<file path="src/rtl/uart_rx_ctrl.sv">
// UART receive frame controller: start detection, per-bit edge counting,
// LSB-first deserialization and parity/stop checking.
module uart_rx_ctrl #(
  parameter int DATA_WIDTH = 8,
  parameter int PRESC_W    = 5
) (
  input  logic                  i_clk,
  input  logic                  i_rst,
  input  logic                  i_rx,
  input  logic [PRESC_W-1:0]    i_prescale,
  input  logic                  i_par_en,
  input  logic                  i_par_typ,
  input  logic                  i_sampled_bit,
  output logic                  o_en_samp,
  output logic [PRESC_W-1:0]    o_edge_cnt,
  output logic [DATA_WIDTH-1:0] o_data,
  output logic                  o_data_valid,
  output logic                  o_par_err,
  output logic                  o_stp_err,
  output logic                  o_busy
);

  localparam int BC_W = $clog2(DATA_WIDTH + 1);
  localparam logic [PRESC_W-1:0] LAST_X8  = PRESC_W'(7);
  localparam logic [PRESC_W-1:0] LAST_X16 = PRESC_W'(15);

  typedef enum logic [2:0] {
    S_IDLE,
    S_START,
    S_DATA,
    S_PARITY,
    S_STOP
  } state_t;

  state_t                  state_q;
  logic [PRESC_W-1:0]      edge_q;
  logic [PRESC_W-1:0]      last_q;
  logic [BC_W-1:0]         bit_q;
  logic [DATA_WIDTH-1:0]   shift_q;
  logic [DATA_WIDTH-1:0]   shift_d;
  logic [DATA_WIDTH-1:0]   data_q;
  logic                    par_en_q;
  logic                    par_typ_q;
  logic                    mism_q;
  logic                    valid_q;
  logic                    par_err_q;
  logic                    stp_err_q;
  logic                    busy_q;
  logic                    bit_end;

  // Only x16 is honoured; every other prescale value runs at x8.
  function automatic logic [PRESC_W-1:0] last_edge(input logic [PRESC_W-1:0] presc);
    return (presc == PRESC_W'(16)) ? LAST_X16 : LAST_X8;
  endfunction

  function automatic logic exp_parity(input logic [DATA_WIDTH-1:0] d, input logic odd);
    return (^d) ^ odd;
  endfunction

  always_comb begin
    logic [DATA_WIDTH:0] ext;
    ext     = {i_sampled_bit, shift_q};
    shift_d = ext[DATA_WIDTH:1];
  end

  assign bit_end = (edge_q == last_q);

  always_ff @(posedge i_clk) begin
    if (!i_rst) begin
      state_q   <= S_IDLE;
      edge_q    <= '0;
      last_q    <= LAST_X8;
      bit_q     <= '0;
      shift_q   <= '0;
      data_q    <= '0;
      par_en_q  <= 1'b0;
      par_typ_q <= 1'b0;
      mism_q    <= 1'b0;
      valid_q   <= 1'b0;
      par_err_q <= 1'b0;
      stp_err_q <= 1'b0;
      busy_q    <= 1'b0;
    end else begin
      valid_q   <= 1'b0;
      par_err_q <= 1'b0;
      stp_err_q <= 1'b0;
      if (state_q == S_IDLE) begin
        edge_q <= '0;
        if (!i_rx) begin
          state_q   <= S_START;
          busy_q    <= 1'b1;
          last_q    <= last_edge(i_prescale);
          par_en_q  <= i_par_en;
          par_typ_q <= i_par_typ;
          mism_q    <= 1'b0;
        end
      end else begin
        edge_q <= bit_end ? '0 : edge_q + PRESC_W'(1);
        if (bit_end) begin
          case (state_q)
            S_START: begin
              // A high vote at the end of the start bit means the low was a glitch.
              if (i_sampled_bit) begin
                state_q <= S_IDLE;
                busy_q  <= 1'b0;
              end else begin
                state_q <= S_DATA;
                bit_q   <= '0;
              end
            end
            S_DATA: begin
              shift_q <= shift_d;
              bit_q   <= bit_q + BC_W'(1);
              if (bit_q == BC_W'(DATA_WIDTH - 1)) begin
                state_q <= par_en_q ? S_PARITY : S_STOP;
              end
            end
            S_PARITY: begin
              mism_q  <= (exp_parity(shift_q, par_typ_q) != i_sampled_bit);
              state_q <= S_STOP;
            end
            S_STOP: begin
              // Stop error outranks parity error; only one result pulse per frame.
              if (!i_sampled_bit) begin
                stp_err_q <= 1'b1;
              end else if (mism_q) begin
                par_err_q <= 1'b1;
              end else begin
                data_q  <= shift_q;
                valid_q <= 1'b1;
              end
              state_q <= S_IDLE;
              busy_q  <= 1'b0;
            end
            default: begin
              state_q <= S_IDLE;
              busy_q  <= 1'b0;
            end
          endcase
        end
      end
    end
  end

  assign o_en_samp    = busy_q;
  assign o_busy       = busy_q;
  assign o_edge_cnt   = edge_q;
  assign o_data       = data_q;
  assign o_data_valid = valid_q;
  assign o_par_err    = par_err_q;
  assign o_stp_err    = stp_err_q;

endmodule
</file>
<file path="config.mk">
export PLATFORM = sky130hd
export DESIGN_NAME = uart_rx_ctrl
export DESIGN_NICKNAME = d
export VERILOG_FILES = /design/src/rtl/uart_rx_ctrl.sv
export SDC_FILE = /design/constraint.sdc
export NUM_CORES = 1
export LEC_CHECK = 0
export BUFFER_PORTS_ARGS = -buffer_cell sky130_fd_sc_hd__buf_2
export CELL_PAD_IN_SITES_DETAIL_PLACEMENT = 1
export CELL_PAD_IN_SITES_GLOBAL_PLACEMENT = 2
export CORE_ASPECT_RATIO = 2
export CORE_MARGIN = 1
export CORE_UTILIZATION = 30
export CTS_CLUSTER_DIAMETER = 30
export DETAILED_ROUTE_END_ITERATION = 6
export GPL_ROUTABILITY_DRIVEN = 0
export GPL_TIMING_DRIVEN = 0
export PLACE_DENSITY = 0.8
export REMOVE_ABC_BUFFERS = 1
export SETUP_SLACK_MARGIN = 0.2
export SYNTH_ARGS = -nofsm -noshare
export SYNTH_HDL_FRONTEND = slang
export SYNTH_SLANG_ARGS = --single-unit
</file>
<file path="constraint.sdc">
create_clock -name i_clk -period 1.7 [get_ports i_clk]
set_input_delay 0.34 -clock i_clk [delete_from_list [all_inputs] [get_ports i_clk]]
set_output_delay 0.34 -clock i_clk [all_outputs]
set_load 0.02 [all_outputs]
</file>
==> out/metrics.csv <==
metric,value,unit
antenna-diode-count,0,
vias_per_cell,5.076,
outcome,"complete, no violations",
syn-cell-area,1624,um2
grt_overflow_total,0,
netlist_instances,172,
drive_gt1_share,35.48,%
min_path_type,in -> reg,
cp_data_arrival_time,1.74,ns
worstPathMaxFanout,6,
synth_most_common_cell,dfxtp_1,
die_area,5729,um2
final_max_slew_viol_count,0,
yosysSeqAreaShare,44.38,%
syn_to_final_growth,32.05,%
cts_hold_buf,0,
h-tree-depth,2,
intPower,1372,uW
tns,0,ns
drcViolationCount,0,
finalSetupViolCount,0,
synth-edff-count,0,
cts_tree,done,
power_frac_seq,49.0,%
dp_hpwl,2.754,mm
wirelength,4.073,mm
yosys.area.top_type,dfxtp_1,
initial_core_util,31.32,%
start_kind,flip-flop,
power_leakage,0.0008825,uW
clkTransAtPathRegs,0.07,ns
ys.flop_type,dfxtp_1,
grt_max_degree,29,
antenna_found_initial,0,
p_comb_share,9.7,%
cts-root-buf,clkbuf_8,
p_sw_share,23.12,%
hold_viol,0,
power_density,831.9,nW/um2
max-vdd-ir-drop,0.5146,mV
wl_per_cell,14.81,um
io_buffers,28,
ctsLongestPathBuffers,2,
postSynthRegisterBits,36,
cts.sinks,36,
required,1.91,ns
boundaryPins,29,
avgSynthCellArea,9.442,um2
synth_common_cells,"dfxtp_1 (36), nor2_1 (28), mux2i_1 (16), a21oi_1 (12), nand2_1 (11)",
synthDominantCellAreaShare,44.38,%
pwr-share-clk,41.4,%
synth_area_leaders,"dfxtp_1 (44%), mux2i_1 (9.9%), nor2_1 (6.5%)",
grt_pass1_vias,1390,
rows,37,
critPathKind,reg -> reg,
fin_crit,1.526,ns
rsz0062_at_grt,yes,
synth_cell_types,40,
clock_latency,0.28,ns
die_x,54.03,um
cts_buffers,5,
layout.nets,229,
async_flop_share,0,%
die-height,106.1,um
drtIter0Drc,15,
grt_pass1_wl,6.389,mm
fmax,655.4,MHz
cap_violations,0,
utilization,41.36,%
p_switching,412.5,uW
critPathCaptureType,flip-flop,
fillers,614,
antenna_left,0,
core_area,5185,um2
max_slew.worst_pin.slew,0.5875,ns
grtUsageTotal,15.21,%
vias,1396,
slew_headroom,60.70,%
dr.pass1.iters,2,
ys_warn_count,0,
fin_crit_sh,89.75,%
fin_skew,0.004899,ns
-- layout make-up --
cell class                      instances  area [um2]  share of cell area, %
Multi-Input combinational cell        123       927.1                  43.23
Sequential cell                        36       747.0                  34.83
Timing Repair Buffer                   45       271.5                  12.66
Clock buffer                            6       72.57                  3.384
Tap cell                               58       72.57                  3.384
Clock inverter                          2       35.03                  1.634
Inverter                                5       18.77                 0.8751
-- flip-flops by register name (all words and copies together) (netlist names) --
register,flops
o_data,8
state_q,3
par_en_q,1
shift_q,8
bit_q,4
o_busy,1
o_data_valid,1
o_stp_err,1
o_par_err,1
mism_q,1
par_typ_q,1
o_edge_cnt,5
last_q,1
-- critical path: stages (launching register included) --
cell and delay, ns:
dfxtp_2 0.36, ha_4 0.14, and3b_4 0.23, nand3_4 0.11, or4_1 0.48, a31oi_1 0.13
-- logic make-up after synthesis --
group / count (synthesis) / synth area share [%]
XOR/XNOR: 13 / 8.321
buffers and inverters: 13 / 3.774
flip-flops: 36 / 44.38
adder cells (fa/ha/maj): 2 / 1.541
multiplexers: 16 / 9.861
AND/OR/NAND/NOR: 66 / 22.19
AO/OA/AOI/OAI: 26 / 9.939
-- through the flow --
step                      std cells  total power [uW]  setup slack [ns]  area (um2)  hold slack, ns
after global placement          250              1022           -0.2000        1794          0.4418
after floorplan                 164             976.2          -0.08666        1582          0.4124
after detailed placement        250              1024           -0.2079        1794          0.4555
after global routing            275              1869           0.09287        2145          0.2988
final                           275              1784            0.1742        2145          0.2869
after CTS                       267              1794            0.1675        1998          0.2858
-- power groups by stage --
stage	clock [uW]	sequential, uW	combinational, uW
final	738	873	173
after global routing	804	876	190
after CTS	769	878	147
after detailed placement	0	902	122
after global placement	0	902	119
after floorplan	0	905	70.8
-- what timing repair did --
item,4_1_cts,5_1_grt
endpoints found under the setup margin,25,16
resized for setup,12,20
pin swaps,5,4
setup buffers,9,8
-- per-layer routing --
layer / wire length (um) / vias up / GRT usage [%]
met2: 2387 / 20 / 28.40
met4: 110 / 0 / 7.692
met5: 0 / - / 0
met1: 1479 / 690 / 14.82
li1: - / 679 / -
met3: 96 / 7 / 2.289
-- cells in the final DEF, fill, tap and decap left out, types with 2 or more instances in the layout --
cell type,netlist,layout
nand2b_1,4,4
ha_4,0,2
nand2_1,11,11
dfxtp_1,36,27
nand3b_1,2,2
xor2_1,4,4
a21oi_1,12,12
nor2_1,28,27
xnor2_2,1,2
buf_4,3,16
a31oi_1,2,2
dfxtp_4,0,6
xnor2_1,7,6
nor4_4,0,2
o21ai_0,4,4
or4_1,3,2
nand3_1,4,4
clkbuf_8,0,5
dfxtp_2,0,3
nand4_1,2,2
inv_1,4,4
mux2i_1,16,16
buf_2,1,28
-- path summary, 6_finish.rpt --
kind	start	to	slack [ns]	cells past startpoint
min	i_par_en	par_en_q	0.29	3
min reg2reg	mism_q	o_par_err	0.49	2
max	o_edge_cnt[1]	bit_q[3]	0.17	5
max reg2reg	o_edge_cnt[1]	bit_q[3]	0.17	5
Note: power is estimated with default switching activity, not from simulation.
